**src/rtl/vdp_pkg.sv**
```systemverilog
// Shared types and constants for the CPU-side VDP access path.
package vdp_pkg;

  typedef enum logic [1:0] {
    CODE_VRAM_RD = 2'd0,
    CODE_VRAM_WR = 2'd1,
    CODE_REG_WR  = 2'd2,
    CODE_CRAM_WR = 2'd3
  } vdp_code_t;

  typedef enum logic [1:0] {
    IDLE,
    RD_REQ,
    RD_DATA,
    WR_REQ
  } vdp_state_t;

  localparam logic [7:0] VDP_CTRL_PORT = 8'hBF;
  localparam logic [7:0] VDP_DATA_PORT = 8'hBE;

endpackage

```
**src/rtl/vdp_cmd_latch.sv**
```systemverilog
// Two-byte control word assembly: first-byte flag, VRAM address register
// with wrapping auto-increment, and access code register.
module vdp_cmd_latch
  import vdp_pkg::*;
#(
  parameter int unsigned VRAM_AW = 14
) (
  input  logic               clk,
  input  logic               reset_L,
  input  logic               ctrl_wr,
  input  logic               clr_first,
  input  logic               addr_inc,
  input  logic [7:0]         wdata,
  output logic [VRAM_AW-1:0] addr,
  output vdp_code_t          code,
  output logic               first_flag,
  output logic               second_byte
);

  assign second_byte = ctrl_wr && first_flag;

  always_ff @(posedge clk or negedge reset_L) begin
    if (!reset_L) begin
      addr       <= '0;
      code       <= CODE_VRAM_RD;
      first_flag <= 1'b0;
    end else if (ctrl_wr) begin
      if (!first_flag) begin
        addr[7:0]  <= wdata;
        first_flag <= 1'b1;
      end else begin
        addr[VRAM_AW-1:8] <= wdata[VRAM_AW-9:0];
        code              <= vdp_code_t'(wdata[7:6]);
        first_flag        <= 1'b0;
      end
    end else begin
      if (clr_first) begin
        first_flag <= 1'b0;
      end
      // Natural overflow of the register gives the modulo-2^VRAM_AW wrap.
      if (addr_inc) begin
        addr <= addr + VRAM_AW'(1);
      end
    end
  end

endmodule

```
**src/rtl/vdp_access_ctrl.sv**
```systemverilog
// CPU-side VDP access sequencer: VRAM prefetch/write FSM, CRAM and register writes.
// Optional macro VDP_ACCESS_OVERRUN_EN adds a sticky 'overrun' flag for dropped strobes.
module vdp_access_ctrl
  import vdp_pkg::*;
#(
  parameter int unsigned VRAM_AW = 14,
  parameter int unsigned CRAM_AW = 5,
  parameter int unsigned REG_AW  = 4
) (
  input  logic               clk,
  input  logic               reset_L,
  input  logic               cpu_wr_stb,
  input  logic               cpu_rd_stb,
  input  logic               cpu_port_sel,
  input  logic [7:0]         cpu_wdata,
  output logic [7:0]         cpu_rdata,
  output logic               cpu_wait,
  output logic               vram_req,
  output logic               vram_we,
  output logic [VRAM_AW-1:0] vram_addr,
  output logic [7:0]         vram_wdata,
  input  logic               vram_gnt,
  input  logic [7:0]         vram_rdata,
  output logic               cram_we,
  output logic [CRAM_AW-1:0] cram_addr,
  output logic [7:0]         cram_wdata,
  output logic               reg_we,
  output logic [REG_AW-1:0]  reg_addr,
  output logic [7:0]         reg_wdata
`ifdef VDP_ACCESS_OVERRUN_EN
  ,
  output logic               overrun
`endif
);

  vdp_state_t         state_q, state_d;
  logic [7:0]         rd_buf_q;
  logic [7:0]         wdata_q;
  logic               cram_we_q;
  logic [CRAM_AW-1:0] cram_addr_q;
  logic [7:0]         cram_wdata_q;
  logic               reg_we_q;
  logic [REG_AW-1:0]  reg_addr_q;
  logic [7:0]         reg_wdata_q;

  logic               busy;
  logic               wr_acc, rd_acc;
  logic               ctrl_wr, data_wr, ctrl_rd, data_rd;
  logic               cram_hit, reg_hit, prefetch_hit;
  logic               clr_first, addr_inc;
  logic [VRAM_AW-1:0] addr;
  vdp_code_t          code;
  logic               first_flag;
  logic               second_byte;

  assign busy = (state_q != IDLE);

  // Strobes are only accepted while idle; a write strobe masks a coincident read.
  assign wr_acc  = cpu_wr_stb && !busy;
  assign rd_acc  = cpu_rd_stb && !cpu_wr_stb && !busy;
  assign ctrl_wr = wr_acc && cpu_port_sel;
  assign data_wr = wr_acc && !cpu_port_sel;
  assign ctrl_rd = rd_acc && cpu_port_sel;
  assign data_rd = rd_acc && !cpu_port_sel;

  assign clr_first    = data_wr || data_rd || ctrl_rd;
  assign cram_hit     = data_wr && (code == CODE_CRAM_WR);
  assign reg_hit      = second_byte && (cpu_wdata[7:6] == CODE_REG_WR);
  assign prefetch_hit = second_byte && (cpu_wdata[7:6] == CODE_VRAM_RD);
  assign addr_inc     = cram_hit || ((state_q == WR_REQ) && vram_gnt) || (state_q == RD_DATA);

  vdp_cmd_latch #(
    .VRAM_AW(VRAM_AW)
  ) u_cmd_latch (
    .clk        (clk),
    .reset_L    (reset_L),
    .ctrl_wr    (ctrl_wr),
    .clr_first  (clr_first),
    .addr_inc   (addr_inc),
    .wdata      (cpu_wdata),
    .addr       (addr),
    .code       (code),
    .first_flag (first_flag),
    .second_byte(second_byte)
  );

  always_comb begin
    state_d  = state_q;
    vram_req = 1'b0;
    vram_we  = 1'b0;
    unique case (state_q)
      IDLE: begin
        if (data_wr && !cram_hit) begin
          state_d = WR_REQ;
        end else if (data_rd || prefetch_hit) begin
          state_d = RD_REQ;
        end
      end
      RD_REQ: begin
        vram_req = 1'b1;
        if (vram_gnt) begin
          state_d = RD_DATA;
        end
      end
      RD_DATA: state_d = IDLE;
      WR_REQ: begin
        vram_req = 1'b1;
        vram_we  = 1'b1;
        if (vram_gnt) begin
          state_d = IDLE;
        end
      end
      default: state_d = IDLE;
    endcase
  end

  always_ff @(posedge clk or negedge reset_L) begin
    if (!reset_L) begin
      state_q      <= IDLE;
      rd_buf_q     <= '0;
      wdata_q      <= '0;
      cram_we_q    <= 1'b0;
      cram_addr_q  <= '0;
      cram_wdata_q <= '0;
      reg_we_q     <= 1'b0;
      reg_addr_q   <= '0;
      reg_wdata_q  <= '0;
    end else begin
      state_q   <= state_d;
      cram_we_q <= cram_hit;
      reg_we_q  <= reg_hit;
      if (data_wr) begin
        rd_buf_q <= cpu_wdata;
        wdata_q  <= cpu_wdata;
      end else if (state_q == RD_DATA) begin
        rd_buf_q <= vram_rdata;
      end
      if (cram_hit) begin
        cram_addr_q  <= addr[CRAM_AW-1:0];
        cram_wdata_q <= cpu_wdata;
      end
      // The first control byte still sits in addr[7:0] and is the register value.
      if (reg_hit) begin
        reg_addr_q  <= cpu_wdata[REG_AW-1:0];
        reg_wdata_q <= addr[7:0];
      end
    end
  end

  assign cpu_rdata  = rd_buf_q;
  assign cpu_wait   = busy;
  assign vram_addr  = addr;
  assign vram_wdata = wdata_q;
  assign cram_we    = cram_we_q;
  assign cram_addr  = cram_addr_q;
  assign cram_wdata = cram_wdata_q;
  assign reg_we     = reg_we_q;
  assign reg_addr   = reg_addr_q;
  assign reg_wdata  = reg_wdata_q;

`ifdef VDP_ACCESS_OVERRUN_EN
  logic overrun_q;

  always_ff @(posedge clk or negedge reset_L) begin
    if (!reset_L) begin
      overrun_q <= 1'b0;
    end else if (ctrl_rd) begin
      overrun_q <= 1'b0;
    end else if ((cpu_wr_stb || cpu_rd_stb) && busy) begin
      overrun_q <= 1'b1;
    end
  end

  assign overrun = overrun_q;
`endif

endmodule

```
**config.mk**
```make
export PLATFORM = sky130hd
export DESIGN_NAME = vdp_access_ctrl
export DESIGN_NICKNAME = d
export VERILOG_FILES = /design/src/rtl/vdp_pkg.sv /design/src/rtl/vdp_cmd_latch.sv /design/src/rtl/vdp_access_ctrl.sv
export SDC_FILE = /design/constraint.sdc
export NUM_CORES = 1
export LEC_CHECK = 0
export CELL_PAD_IN_SITES_DETAIL_PLACEMENT = 0
export CELL_PAD_IN_SITES_GLOBAL_PLACEMENT = 1
export CORE_MARGIN = 1
export CORE_UTILIZATION = 39
export DETAILED_ROUTE_END_ITERATION = 10
export PLACE_DENSITY = 0.82
export SLEW_MARGIN = 20
export SYNTH_ARGS = -nofsm -noshare
export SYNTH_HDL_FRONTEND = slang
export SYNTH_SLANG_ARGS = --single-unit
```
**constraint.sdc**
```tcl
create_clock -name clk -period 3.6 [get_ports clk]
set_input_delay 0.54 -clock clk [delete_from_list [all_inputs] [get_ports clk]]
set_output_delay 0.54 -clock clk [all_outputs]
set_load 0.1 [all_outputs]
```
==> flow_summary.toml, run 1 <==
[run_status]
outcome = "completed"

[setup_path]
critical_path_required_ns = 3.06
crit_buf_inv = 1
path_max_fanout = 10
critPathMaxStageDelay_ns = 1.20
r2r_end = "u_cmd_latch.addr[0]"
cpLargestDelayFamily = "buffers and inverters"
critPathKind = "flop to output port"
cp.arrival_ns = 2.09
reg2reg_from = "state_q[1]"
endpoint_kind = "output port"
worstSetupStartpointType = "flop"
reg2reg_depth = 4
cp_slowest_cell = "clkdlybuf4s50_1"
crit_chain = "clkdlybuf4s50_1"
reg2reg_slack_ns = 1.32

[yosys]
synthArstFlopShare_pct = 100
synth_area_per_cell_sq_um = 11.2
synth_cells = 255
yosys_warnings = 0
synthesis.nets = 278
ys_seq_elements = 62
synth_ff_type = "dfrtp_1"
synth_edf_count = 0
syn_area_sq_um = 2860
ys_seq_area_share_pct = 54.2
yosysUniqueCellTypes = 48

[clock_tree]
path_clk_slew_ns = 0.07
cts-resized-gates = 0
cts_hold_buffers = 0
cts_buffers = 9
cts-htree-levels = 3
cts_root_buf = "clkbuf_8"
post_cts_buffers = 0
clkLatencyLatePin_ns = 0.33
clk_path_buf_depth = 2
cts_tree = "done"
clock-sinks = 62

[routing]
vias = 2329
routed_wl_microns = 7020
drc = 0
ant_nets = 0
avgViaCountPerCell = 5.34
drtIter0Drc = 171
wl_per_cell_microns = 16.1
first_pass_iters = 4

[floorplanning]
ioPinCount = 82
die_y_microns = 87.7
core-area_sq_um = 6940
num_rows = 30
initial_utilization_pct = 41.2
die_w_microns = 87.7
dieArea_sq_um = 7690

[timing]
rsz0062_at_grt = "no"
slew_violations = 0
hold_viol = 0
setup_tns_ns = 0
clock.fmax_mhz = 381
finalCritPeriodShare_pct = 73.0
period_minus_slack_ns = 2.63
worstMarginPinSlew_ns = 1.04
maxSlewHeadroom_pct = 30.6
finClkSkew_ns = 0.00854
finalSetupViolations = 0

[cells_and_area]
area_growth_pct = 36.9
final_cell_mix = "78 x clkdlybuf4s50_1, 62 x dfrtp_1, 31 x mux2_2, 23 x nand2_1, 15 x o21ai_0"
diodes = 0
nets = 358
final_common_cell = "clkdlybuf4s50_1"
final_layout_size_suffix_gt1_share_pct = 17.9

[global_routing]
grt-ovfl-total = 0
grt_usage_pct = 20.3
grt_max_degree = 44
grt_pass1_vias = 2215
grt_pass1_wl_microns = 11700
antenna_found_initial = 0

[placement]
port_buffers = 81
gp_congestion = 0.868
place_hpwl_microns = 4970

[run]
cap_violations = 0

[hold_path]
holdCritPathClass = "input pin to async pin"
[per-layer routing]
| metal | routed length (microns) | GRT usage (%) |
|---|---|---|
| met4 | 97 | 7.15 |
| met2 | 3300 | 31.7 |
| met5 | 0 | 0 |
| met1 | 3270 | 28.8 |
| met3 | 347 | 3.11 |
[worst max path at each step]
| stage | cells after the start | slack, ns | end | start |
|---|---|---|---|---|
| CTS | 1 | 0.95 | vram_req | state_q[0] |
| global placement | 5 | 0.92 | u_cmd_latch.addr[0] | cpu_port_sel |
| finish | 1 | 0.97 | vram_req | state_q[0] |
| detailed placement | 5 | 0.88 | u_cmd_latch.addr[0] | cpu_port_sel |
| floorplan | 5 | 1.43 | u_cmd_latch.addr[8] | u_cmd_latch.addr[0] |
| global route | 1 | 0.88 | vram_req | state_q[0] |
[logic make-up after synthesis]
kind of cell,after synthesis,synth area share (%)
AND/OR/NAND/NOR,71,13.1
AO/OA/AOI/OAI,62,14.9
flip-flops,62,54.2
multiplexers,35,13.6
buffers and inverters,24,3.80
adder cells (fa/ha/maj),1,0.437
[sequential cells by signal, indices dropped and copies added (netlist names)]
register and flops:
state_q 2, cpu_rdata 8, reg_addr 4, cram_addr 5, cram_wdata 8, u_cmd_latch.code 2, reg_we 1, reg_wdata 8
cram_we 1, u_cmd_latch.addr 14, u_cmd_latch.first_flag 1, vram_wdata 8
[cell usage after synthesis, types with 2 or more instances]
library cell	instances	share of area [%]
dfrtp_1	62	54
mux2_2	31	12
nand2_1	23	3.0
o21ai_0	15	2.6
nor2_1	13	1.7
a31oi_1	9	2.0
inv_1	8	1.0
a21oi_1	7	1.2
a22oi_1	7	1.8
clkbuf_1	7	0.92
buf_2	6	1.0
nand3_1	6	1.0
a2bb2oi_1	5	1.5
nor3_1	5	0.87
o22ai_1	5	1.1
mux2i_1	4	1.4
a41oi_1	2	0.61
and2_1	2	0.44
and3_1	2	0.44
nand2b_1	2	0.44
nand4_1	2	0.44
nor2_2	2	0.44
nor4_1	2	0.44
o22a_1	2	0.61
o2bb2a_1	2	0.70
o2bb2ai_1	2	0.61
[final cells by class]
type	count	area, sq um
clock inverters	6	37.5
fillers	648	3030
flip-flops and latches	62	1550
multi-input cells	169	1210
inverters	8	30.0
clock buffers	10	138
well taps	96	120
repair buffers	85	831
[through the flow]
| stage | cell area [sq um] | hold WS (ns) | setup WS, ns | utilization, % | std cells |
|---|---|---|---|---|---|
| 5_1_grt | 3920 | 0.180 | 0.883 | 56.4 | 436 |
| 3_3_place_gp | 3740 | 0.451 | 0.919 | 53.9 | 420 |
| 3_5_place_dp | 3740 | 0.455 | 0.882 | 53.9 | 420 |
| 2_1_floorplan | 2860 | 0.244 | 1.43 | - | 255 |
| 6_report | 3920 | 0.147 | 0.973 | 56.4 | 436 |
| 4_1_cts | 3920 | 0.160 | 0.953 | 56.4 | 436 |
Power of run 1 is left out: the tool's default activity adds up to more than one toggle a clock period on the data nets, which glitch-free logic cannot reach.
==> run 2, diff against run 1 <==
- CORE_UTILIZATION: 39 -> 33
- PLACE_DENSITY: 0.82 -> 0.74
- clock period: 3.6 -> 2.2 ns (I/O delays scaled with it)
==> flow_summary.toml, run 2 (synthesis gave the netlist of run 1 again) <==
[hold_path]
holdCritPathClass = "flop to flop"

[timing]
period_minus_slack_ns = 1.99
finalCritPeriodShare_pct = 90.6
clock.fmax_mhz = 502
slew_violations = 0
worstMarginPinSlew_ns = 0.820
rsz0062_at_grt = "no"
finClkSkew_ns = 0.0105
hold_viol = 0
finalSetupViolations = 0
maxSlewHeadroom_pct = 45.1

[floorplanning]
dieArea_sq_um = 9050
die_y_microns = 95.1
die_w_microns = 95.1
ioPinCount = 82
initial_utilization_pct = 34.5
num_rows = 33
core-area_sq_um = 8300

[cells_and_area]
final_common_cell = "buf_4"
diodes = 0
final_cell_mix = "74 x buf_4, 62 x dfrtp_1, 31 x mux2_2, 23 x nand2_1, 20 x clkdlybuf4s50_1"
area_growth_pct = 38.0
nets = 374
final_layout_size_suffix_gt1_share_pct = 36.7
largest_reg_flops = 14
fin_util_pct = 47.6
regMostFlops = "u_cmd_latch.addr"

[clock_tree]
cts_root_buf = "clkbuf_8"
cts_buffers = 9
cts_hold_buffers = 1
clkLatencyLatePin_ns = 0.34
cts-htree-levels = 3
cts_tree = "done"
cts-resized-gates = 0
post_cts_buffers = 0
path_clk_slew_ns = 0.07
clock-sinks = 62
clk_path_buf_depth = 2

[global_routing]
grt_max_degree = 43
grt_pass1_vias = 2304
grt-ovfl-total = 0
grt_pass1_wl_microns = 12000
antenna_found_initial = 0
grt_usage_pct = 17.9

[routing]
wl_per_cell_microns = 16.6
vias = 2401
drtIter0Drc = 141
first_pass_iters = 4
ant_nets = 0
avgViaCountPerCell = 5.23
routed_wl_microns = 7640
drc = 0

[setup_path]
worstSetupStartpointType = "flop"
critical_path_required_ns = 2.43
path_max_fanout = 10
cp.arrival_ns = 2.22
critPathKind = "flop to flop"
endpoint_kind = "flop"

[run_status]
outcome = "completed"

[placement]
port_buffers = 81
place_hpwl_microns = 5440
gp_congestion = 0.829

[run]
cap_violations = 0
## run 2: changes by cell type in the layout (fill, tap and decap cells not counted)
cell and delta:
clkdlybuf4s50_1 -58, clkinvlp_4 -3, clkbuf_1 +2, buf_12 +5
dlygate4sd3_1 +1, buf_4 +68, clkinv_2 -1
## run 2: cell type report
cell class / count / area, sq um
clock inverters: 2 / 10.0
clock buffers: 12 / 145
multi-input cells: 169 / 1210
inverters: 8 / 30.0
well taps: 105 / 131
flip-flops and latches: 62 / 1550
fillers: 793 / 4350
repair buffers: 101 / 871
## run 2: worst paths after layout
kind,slack [ns],depth (start not counted),to,from
min reg2reg,0.48,2,cpu_rdata[3],cpu_rdata[3]
max,0.21,4,u_cmd_latch.addr[0],state_q[0]
max reg2reg,0.21,4,u_cmd_latch.addr[0],state_q[0]
min,0.48,2,cpu_rdata[3],cpu_rdata[3]
max in group asynchronous,1.10,3,u_cmd_latch.code[1],reset_L
min in group asynchronous,0.49,2,vram_wdata[3],reset_L
## run 2: worst max-delay path: stages, from the launching register on
cell and delay (ns):
dfrtp_1 0.53, or3b_4 0.20, a2bb2oi_1 0.67, nand2_1 0.23, o211a_1 0.25
## run 2: per-stage QoR
| stage | instance area (sq um) | setup WS [ns] | hold WS (ns) | instances | TNS, ns |
|---|---|---|---|---|---|
| CTS | 3950 | 0.221 | 0.486 | 459 | 0 |
| detailed placement | 3780 | -0.0460 | 0.324 | 444 | -0.122 |
| finish | 3950 | 0.207 | 0.483 | 459 | 0 |
| floorplan | 2860 | 0.0317 | 0.0344 | 255 | 0 |
| global placement | 3780 | -0.0197 | 0.322 | 444 | -0.0354 |
| global route | 3950 | 0.0192 | 0.520 | 459 | 0 |
## run 2: layer usage
metal | track usage (%) | vias up | wire, microns
li1 | - | 1129 | -
met1 | 22.9 | 1202 | 3460
met2 | 29.2 | 63 | 3730
met3 | 5.02 | 7 | 362
met4 | 5.68 | 0 | 84
met5 | 0 | - | 0
Power of run 2 is left out for the same reason.
